===== config.mk =====
export PLATFORM = sky130hd
export DESIGN_NAME = bank_loader
export DESIGN_NICKNAME = d
export VERILOG_FILES = /design/src/rtl/bank_loader_pkg.sv /design/src/rtl/frame_shifter.sv /design/src/rtl/bank_loader.sv
export SDC_FILE = /design/constraint.sdc
export NUM_CORES = 1
export LEC_CHECK = 0
export ABC_AREA = 0
export BUFFER_PORTS_ARGS = -buffer_cell sky130_fd_sc_hd__buf_2
export CAP_MARGIN = 20
export CORE_UTILIZATION = 55
export DETAILED_ROUTE_END_ITERATION = 6
export GPL_TIMING_DRIVEN = 0
export HOLD_SLACK_MARGIN = 0.12
export PLACE_DENSITY_LB_ADDON = 0.2
export SYNTH_ARGS = -nofsm -noshare
export SYNTH_HDL_FRONTEND = slang
export SYNTH_SLANG_ARGS = --single-unit

===== constraint.sdc =====
create_clock -name clk -period 1.9 [get_ports clk]
set_input_delay 0.19 -clock clk [delete_from_list [all_inputs] [get_ports clk]]
set_output_delay 0.19 -clock clk [all_outputs]
set_load 0.02 [all_outputs]

===== src/rtl/bank_loader_pkg.sv =====
// Shared constants and FSM state type for the serial bank loader.
package bank_loader_pkg;

   localparam int ADDR_W     = 2;
   localparam int DATA_W_DEF = 10;
   localparam int FRAME_LEN  = ADDR_W + DATA_W_DEF + 1;

   typedef enum logic [1:0] {
      IDLE   = 2'd0,
      SHIFT  = 2'd1,
      COMMIT = 2'd2
   } state_e;

endpackage


===== src/rtl/frame_shifter.sv =====
// Frame assembly: MSB-first shift register, bit counter and running odd parity.
module frame_shifter
   import bank_loader_pkg::*;
#(
   parameter int FLEN  = FRAME_LEN,
   parameter int CNT_W = $clog2(FLEN + 1)
) (
   input  logic             clk,
   input  logic             rst_n,
   input  logic             clr,
   input  logic             load,
   input  logic             shift,
   input  logic             sdi,
   output logic [FLEN-2:0]  payload,
   output logic [CNT_W-1:0] bit_cnt,
   output logic             par_ok
);

   logic [FLEN-1:0]  sr_q, sr_d;
   logic [CNT_W-1:0] cnt_q, cnt_d;
   logic             par_q, par_d;

   // load starts a fresh frame so no stale bits leak into the parity.
   always_comb begin
      sr_d  = sr_q;
      cnt_d = cnt_q;
      par_d = par_q;
      if (clr) begin
         sr_d  = '0;
         cnt_d = '0;
         par_d = 1'b0;
      end else if (load) begin
         sr_d  = {{(FLEN-1){1'b0}}, sdi};
         cnt_d = CNT_W'(1);
         par_d = sdi;
      end else if (shift) begin
         sr_d  = {sr_q[FLEN-2:0], sdi};
         cnt_d = cnt_q + CNT_W'(1);
         par_d = par_q ^ sdi;
      end
   end

   always_ff @(posedge clk) begin
      if (!rst_n) begin
         sr_q  <= '0;
         cnt_q <= '0;
         par_q <= 1'b0;
      end else begin
         sr_q  <= sr_d;
         cnt_q <= cnt_d;
         par_q <= par_d;
      end
   end

   // The parity bit itself only matters through the running XOR.
   assign payload = sr_q[FLEN-1:1];
   assign bit_cnt = cnt_q;
   assign par_ok  = par_q;

endmodule


===== src/rtl/bank_loader.sv =====
// Serial bank loader: odd-parity frames select one of NBANK registers and
// load it; parity failures raise a sticky error flag.
module bank_loader
   import bank_loader_pkg::*;
#(
   parameter int DATA_W = DATA_W_DEF,
   parameter int NBANK  = 4
) (
   input  logic                    clk,
   input  logic                    rst_n,
   input  logic                    sdi,
   input  logic                    sdi_valid,
   output logic                    sdi_ready,
   input  logic                    abort,
   input  logic                    err_clr,
   output logic [NBANK*DATA_W-1:0] bank_q,
   output logic                    upd,
   output logic [ADDR_W-1:0]       upd_bank,
   output logic                    err,
   output state_e                  dbg_state
);

   localparam int FLEN  = ADDR_W + DATA_W + 1;
   localparam int CNT_W = $clog2(FLEN + 1);

   state_e            state_q, state_d;
   logic [FLEN-2:0]   payload;
   logic [CNT_W-1:0]  bit_cnt;
   logic              par_ok;
   logic              xfer, commit, commit_ok;
   logic              err_q, err_d;
   logic [ADDR_W-1:0] wr_idx;
   logic [DATA_W-1:0] wr_data;
   logic [DATA_W-1:0] regs_q [NBANK];
   logic [DATA_W-1:0] regs_d [NBANK];

   // Handshake: a bit moves on a rising edge where sdi_valid=1 and
   // sdi_ready=1; abort in the same cycle cancels that transfer.
   assign sdi_ready = (state_q != COMMIT);
   assign xfer      = sdi_valid && sdi_ready && !abort;
   assign commit    = (state_q == COMMIT) && !abort && rst_n;
   assign commit_ok = commit && par_ok;
   assign wr_idx    = payload[FLEN-2 -: ADDR_W];
   assign wr_data   = payload[DATA_W-1:0];

   frame_shifter #(
      .FLEN  (FLEN),
      .CNT_W (CNT_W)
   ) u_shifter (
      .clk     (clk),
      .rst_n   (rst_n),
      .clr     (abort || (state_q == COMMIT)),
      .load    (xfer && (state_q == IDLE)),
      .shift   (xfer && (state_q == SHIFT)),
      .sdi     (sdi),
      .payload (payload),
      .bit_cnt (bit_cnt),
      .par_ok  (par_ok)
   );

   always_comb begin
      state_d = state_q;
      case (state_q)
         IDLE:    if (xfer) state_d = SHIFT;
         SHIFT:   if (xfer && (bit_cnt == CNT_W'(FLEN - 1))) state_d = COMMIT;
         COMMIT:  state_d = IDLE;
         default: state_d = IDLE;
      endcase
      if (abort) state_d = IDLE;
   end

   // bank_q shows the next-state value so a commit is visible in the COMMIT cycle.
   always_comb begin
      for (int b = 0; b < NBANK; b++) begin
         regs_d[b] = regs_q[b];
         if (commit_ok && (wr_idx == ADDR_W'(b))) regs_d[b] = wr_data;
         bank_q[b*DATA_W +: DATA_W] = regs_d[b];
      end
   end

   assign err_d = (commit && !par_ok) || (err_q && !err_clr);

   always_ff @(posedge clk) begin
      if (!rst_n) begin
         state_q <= IDLE;
         err_q   <= 1'b0;
         for (int b = 0; b < NBANK; b++) regs_q[b] <= '0;
      end else begin
         state_q <= state_d;
         err_q   <= err_d;
         for (int b = 0; b < NBANK; b++) regs_q[b] <= regs_d[b];
      end
   end

   assign upd       = commit_ok;
   assign upd_bank  = commit_ok ? wr_idx : '0;
   assign err       = err_q;
   assign dbg_state = state_q;

endmodule


---- Word level (Yosys, flattened, before mapping) ----
Memory sizes are Yosys's and may differ from the RTL's.
Index checks and enable logic that the tools add are counted.
cells by class
  $add $sub $neg .......................... 1
  eq/ne operators ......................... 9
  mux-type cells .......................... 20
  bitwise operators ....................... 6
  reductions and logical operators ........ 26
operators by type and width
  kind                                                                     count
  10-bit 2-to-1 mux                                                        8
  1-bit logical AND                                                        14
  1-bit 2-to-1 mux                                                         8
  2-bit == test, second input constant                                     3
  2-bit 2-to-1 mux                                                         3
  4-bit by 1-bit adder with 4-bit output, second input constant            1
  2-bit by 1-bit == test with 1-bit output, second input constant          2
  4-bit == test, second input constant                                     1
  2-bit zero test                                                          2
  2-bit inequality test, second input constant                             2
  1-bit bitwise OR                                                         4
  2-bit case mux with 2 select lines                                       1
  2-bit OR reduction                                                       2
  1-bit zero test                                                          3
  3-bit OR reduction                                                       1
  1-bit logical OR                                                         2
  2-bit by 1-bit inequality test with 1-bit output, second input constant  1
  2-bit AND reduction                                                      1
  2-bit nonzero test                                                       1
  1-bit NOT                                                                1
  1-bit XOR                                                                1
word-level totals
  word-level logic and storage cells ...... 70
  output and inout port bits .............. 47
  register bits after elaboration ......... 21
  bits in writable memories ............... 40
  memories kept ........................... 1
  input bits .............................. 6
memory list
  name    depth  bits a word  read ports  clocked after Yosys merged registers in  write ports  RTL line           source
  regs_q  4      10           4           0                                        4            bank_loader.sv:34  logic [DATA_W-1:0] regs_q [NBANK];

---- Depth between registers and ports, before layout ----
  depth in word-level cells ............... 7
  mapped depth ............................ 6
  gate-level depth less buffers ........... 4

---- Cells and area by module ----
From an unflattened synthesis, not the netlist that was laid out.
second synthesis, totals
  cell total of the unflattened synthesis .. 329
  area, all modules ....................... 3007.9 um^2
modules (own cells, without submodules)
  module         sequential area each (um^2)  cells an instance  instances  area an instance (um^2)
  bank_loader    860.8                        248                1          2203.4
  frame_shifter  360.3                        81                 1          804.5

---- Worst setup path after synthesis ----
No wires, ideal clock.
  kind .................................... register to output
  start point ............................. reg state_q[0] (netlist: dbg_state[0])
  end point ............................... out bank_q[31]
  cell stages (with the launch flop) ...... 6
  required time ........................... 1.710 ns
  path buffers ............................ 2
  arrival time ............................ 1.742 ns
  slack ................................... -0.032 ns
  path through ............................ dfxtp_1 > and4bb_2 > buf_2 > and2_1 > buf_1 > o21ai_0
between the ends
  longest elaborated chain between the ends .. 6
ends and longest elaborated chain
  element                         RTL line           source
  from (decl)                     bank_loader.sv:26  state_e state_q, state_d;
  from (signal assigned)          bank_loader.sv:89  state_q <= state_d;
  2-bit == test                   bank_loader.sv:41  assign commit = (state_q == COMMIT) && !abort && rst_n;
  1-bit logical AND (2 in a row)  bank_loader.sv:41
  1-bit logical AND               bank_loader.sv:42  assign commit_ok = commit && par_ok;
  1-bit logical AND               bank_loader.sv:76  if (commit_ok && (wr_idx == ADDR_W'(b))) regs_d[b] = wr_data;
  10-bit 2-to-1 mux               bank_loader.sv:76
  to (decl)                       bank_loader.sv:16  output logic [NBANK*DATA_W-1:0] bank_q,
No other way between the ends.

---- Worst setup path in the final report ----
  start point ............................. reg u_shifter.sr_q[11]
  end point ............................... out bank_q[1]
between the ends
  longest elaborated chain between the ends .. 3
ends and longest elaborated chain
  element                 RTL line             source
  from (decl)             frame_shifter.sv:19  logic [FLEN-1:0] sr_q, sr_d;
  from (signal assigned)  frame_shifter.sv:49  sr_q <= sr_d;
  2-bit zero test         bank_loader.sv:76
  1-bit logical AND       bank_loader.sv:76
  10-bit 2-to-1 mux       bank_loader.sv:76
No other way between the ends.

==> out/qor.csv <==
stage;metric;value;unit
setup_path;flop-to-flop setup slack;-0.04;ns
grt;M1 GR Usage;0.3775;
clocking;root buf cell;clkbuf_8;
pwr;P_sw;617.3;uW
floorplan;Ports;53;
grt;largest net degree at the start of global routing;12;
grt;GRT Max-Usage Layer;met2;
sta;post-route setup slack;-0.4415;ns
grt;grt ovf;0;
grt;global-route met3 utilization;0.04115;
setup_path;R2R Path Start;u_shifter.sr_q[11];
clocking;sinks on the clock net;61;
sta;RSZ-0062 raised after global routing;true;
status;failing checks;negative setup slack;
logic_synthesis;number of synthesized flops with an enable pin;0;
worst_hold_path;min-delay src;sdi;
clocking;CTS tree;built;
grt;met2 Use GR;0.5219;
grt;GRT Total Usage;0.3042;
worst_hold_path;Worst Hold Depth;3;
final_layout;fin nets;455;
routing;number of vias per cell;6.313;
placed_design;dpl hpwl;4.730;mm
logic_synthesis;Unique masters post-synth;32;
placed_design;GP Congestion;0.8207;
final_layout;Ant. Diodes;0;
final_layout;fill cell count;164;
setup_path;r2r worst-path depth;6;
flow_run;max-cap viol count;0;
sta;setup TNS;-9.407;ns
floorplan;Die Ht;73.72;um
clocking;Max clock buf depth;2;
setup_path;Worst EP required;1.71;ns
logic_synthesis;Synth Warn #;0;
logic_synthesis;syn_nets;359;
clocking;worst skew pair latency;0.36;ns
pwr;VDD IR-drop max;0.5125;mV
routing;first-pass iteration count of the detailed router;5;
routing;vias;3264;
routing;routed len/inst;23.27;um
setup_path;crit path capture type;output port;
grt;number of global-route vias before repair;2510;
floorplan;Die Wd;73.72;um
pwr;Leak;0.001753;uW
worst_hold_path;Min-Delay Path Class;in2reg;
setup_path;CP top delay family;simple AND/OR/NAND/NOR gates;
setup_path;crit path DAT;2.15;ns
sta;Worst-Margin Slew;0.6678;ns
pwr;Pint;1926;uW
logic_synthesis;top_reg_cell synth;dfxtp_1;
routing;Antenna Violating Nets Remaining;0;
sta;Finish-stage setup viols;51;
logic_synthesis;post-synthesis async set-or-reset flop share;0;
floorplan;initial cell density of the core;0.5835;
clocking;CTS buffer count;9;
sta;slew margin rel.;0.5484;
placed_design;port bufs;51;
clocking;H-Tree Depth;3;
setup_path;slowest stage cell, crit path;or4b_4;
pwr;Sequential Power Share;0.504;
logic_synthesis;#FFs+latches synth;61;
pwr;Power Total;2543;uW
sta;skew final;0.01426;ns
final_layout;Final Util;0.9179;
routing;final WL;12.03;mm
setup_path;CP max FO;6;
sta;Final Hold Fails;0;
setup_path;slowest cell delay on critical path;0.54;ns
setup_path;CP cell instances;or4b_4, or3_4, mux2_4, buf_6;
floorplan;Core ar.;0.004848;mm^2
routing;Iter 0 DRT Violations;321;
worst_hold_path;hold worst-path end;u_shifter.sr_q[0];
sta;min Tclk post-route;2.341;ns
sta;Slew Viols, Final;0;
clocking;clock transition at the registers of the reported paths;0.07;ns
final_layout;Finished Cell Area;0.004451;mm^2
logic_synthesis;Cell Area, Synth;0.002829;mm^2
logic_synthesis;Mapped Cells;351;
routing;DRC;0;
final_layout;Layout area overhead;57.32;%
floorplan;die area;0.005435;mm^2
grt;initial antenna violation count;0;
logic_synthesis;mean post-synth cell area;8.060;um^2
status;status;finished, violations left;
pwr;pwr/cell area;571.4;mW/mm^2
logic_synthesis;sequential share of the synthesized area;0.4317;
pwr;Clock power frac;0.468;
placed_design;Cell Area, Placed;0.003168;mm^2
sta;period utilisation layout;1.232;
setup_path;FF-to-FF End;regs_q[2][8];
setup_path;Crit path buffers/inverters;1;
setup_path;startpoint class of the critical path;flip-flop;
setup_path;Crit Path Category;reg2out;
floorplan;row cnt;25;
pwr;switch share;0.2427;
final_layout;share of layout cells above drive strength 1;0.4178;
pwr;Comb power frac;0.029;
grt;global-route wire length before repair;12.23;mm
sta;maximum clock frequency;427.1;MHz
==> power groups by stage <==
stage | combinational [uW] | clock [uW] | sequential (uW)
final | 72.9 | 1190 | 1280
after floorplan | 34.5 | 0 | 1310
after CTS | 66.3 | 1110 | 1280
after detailed placement | 57.4 | 0 | 1310
after global placement | 57.0 | 0 | 1310
after global routing | 77.4 | 1210 | 1280
==> cell usage after synthesis (2+ instances only) <==
library cell / n / area (um^2)
and2_1: 5 / 31.28
mux2_2: 6 / 67.56
nand2b_1: 2 / 12.51
nand2_1: 74 / 277.8
or3_1: 3 / 18.77
and3_1: 5 / 31.28
nand3_1: 25 / 125.1
buf_1: 3 / 11.26
ha_1: 2 / 25.02
a21oi_1: 16 / 80.08
dfxtp_1: 61 / 1221
o21ai_0: 51 / 255.2
buf_2: 5 / 25.02
clkbuf_1: 15 / 56.30
mux2i_1: 17 / 170.2
inv_1: 32 / 120.1
and3b_1: 3 / 26.28
nor2_1: 3 / 11.26
mux2_4: 10 / 150.1
==> timing repair <==
item / CTS / global route
pin swaps: 4 / 12
setup endpoints to repair: 51 / 60
buffers inserted: 15 / 20
hold buffers: 1 / 0
gates resized for setup: 86 / 152
hold endpoints to repair: 1 / 0
cloned: 2 / 2
==> per-stage QoR <==
stage / setup WS, ns / hold WS, ns / std cells
final: -0.4415 / 0.1335 / 517
after global routing: -0.4554 / 0.1626 / 517
after CTS: -0.4238 / 0.1397 / 497
after global placement: -0.1541 / 0.4400 / 469
after floorplan: -0.03231 / 0.3042 / 351
after detailed placement: -0.1865 / 0.4482 / 469
==> how the worst max path moves through the flow <==
stage / from / endpoint / depth (start not counted)
global placement: dbg_state[1] / bank_q[30] / 6
finish: u_shifter.sr_q[11] / bank_q[1] / 4
global route: u_shifter.sr_q[11] / bank_q[1] / 4
CTS: u_shifter.sr_q[12] / bank_q[3] / 4
floorplan: dbg_state[0] / bank_q[31] / 5
detailed placement: dbg_state[0] / bank_q[30] / 6
==> layer usage <==
layer / wire length [um] / up-vias / share of wire
li1: - / 1368 / -
met1: 4380 / 1518 / 0.36
met2: 5519 / 284 / 0.46
met3: 1129 / 94 / 0.094
met4: 1002 / 0 / 0.083
met5: 0 / - / 0
==> flip-flops by register name (all words and copies together), names as in the netlist <==
register and count:
dbg_state 2, err 1, regs_q 40, u_shifter.bit_cnt 4, u_shifter.par_ok 1, u_shifter.sr_q 13
==> layout by cell type (no fill, tap or decap), drive strengths merged <==
| master | instances |
|---|---|
| buf | 95 |
| nand2 | 74 |
| dfxtp | 61 |
| o21ai | 52 |
| inv | 32 |
| nand3 | 25 |
| clkbuf | 24 |
| mux2i | 17 |
| mux2 | 16 |
| a21oi | 16 |
| and2 | 5 |
| and3 | 5 |
| or3 | 4 |
| nor2 | 3 |
| and3b | 3 |
| nand2b | 2 |
| ha | 2 |
| and4bb | 1 |
| or4b | 1 |
| nor4bb | 1 |
| nand4bb | 1 |
| nor2b | 1 |
| a311oi | 1 |
| nor3b | 1 |
| a21o | 1 |
| a31oi | 1 |
| a211oi | 1 |
| o32ai | 1 |
| bufinv | 1 |
| clkinv | 1 |
| dlygate4sd3 | 1 |
==> logic make-up (layout without fill, tap and decap cells) <==
kind of cell	count (synthesis)	after routing	synth area share
compound gates	73	73	0.1340
fa+ha+maj	2	2	0.008844
buf+inv	56	154	0.07917
flops	61	61	0.4317
mux	33	33	0.1371
simple gates	126	127	0.2092
==> cell type report <==
| type | count | area (um^2) | area share |
|---|---|---|---|
| multi-input cells | 235 | 1790 | 0.4023 |
| flip-flops and latches | 61 | 1234 | 0.2772 |
| repair buffers | 89 | 889.6 | 0.1999 |
| plain buffers | 19 | 152.6 | 0.03430 |
| clock buffers | 12 | 145.1 | 0.03261 |
| inverters | 32 | 120.1 | 0.02699 |
| well taps | 67 | 83.83 | 0.01884 |
| clock inverters | 2 | 35.03 | 0.007872 |
==> worst register-to-register path, delay by kind of cell (launching register included) <==
family	cells	cell delay (ns)
AND/OR/NAND/NOR	2	0.57
flip-flops	1	0.35
AO/OA/AOI/OAI	1	0.27
buffers and inverters	3	0.59
Note: power is estimated with default switching activity, not from simulation.
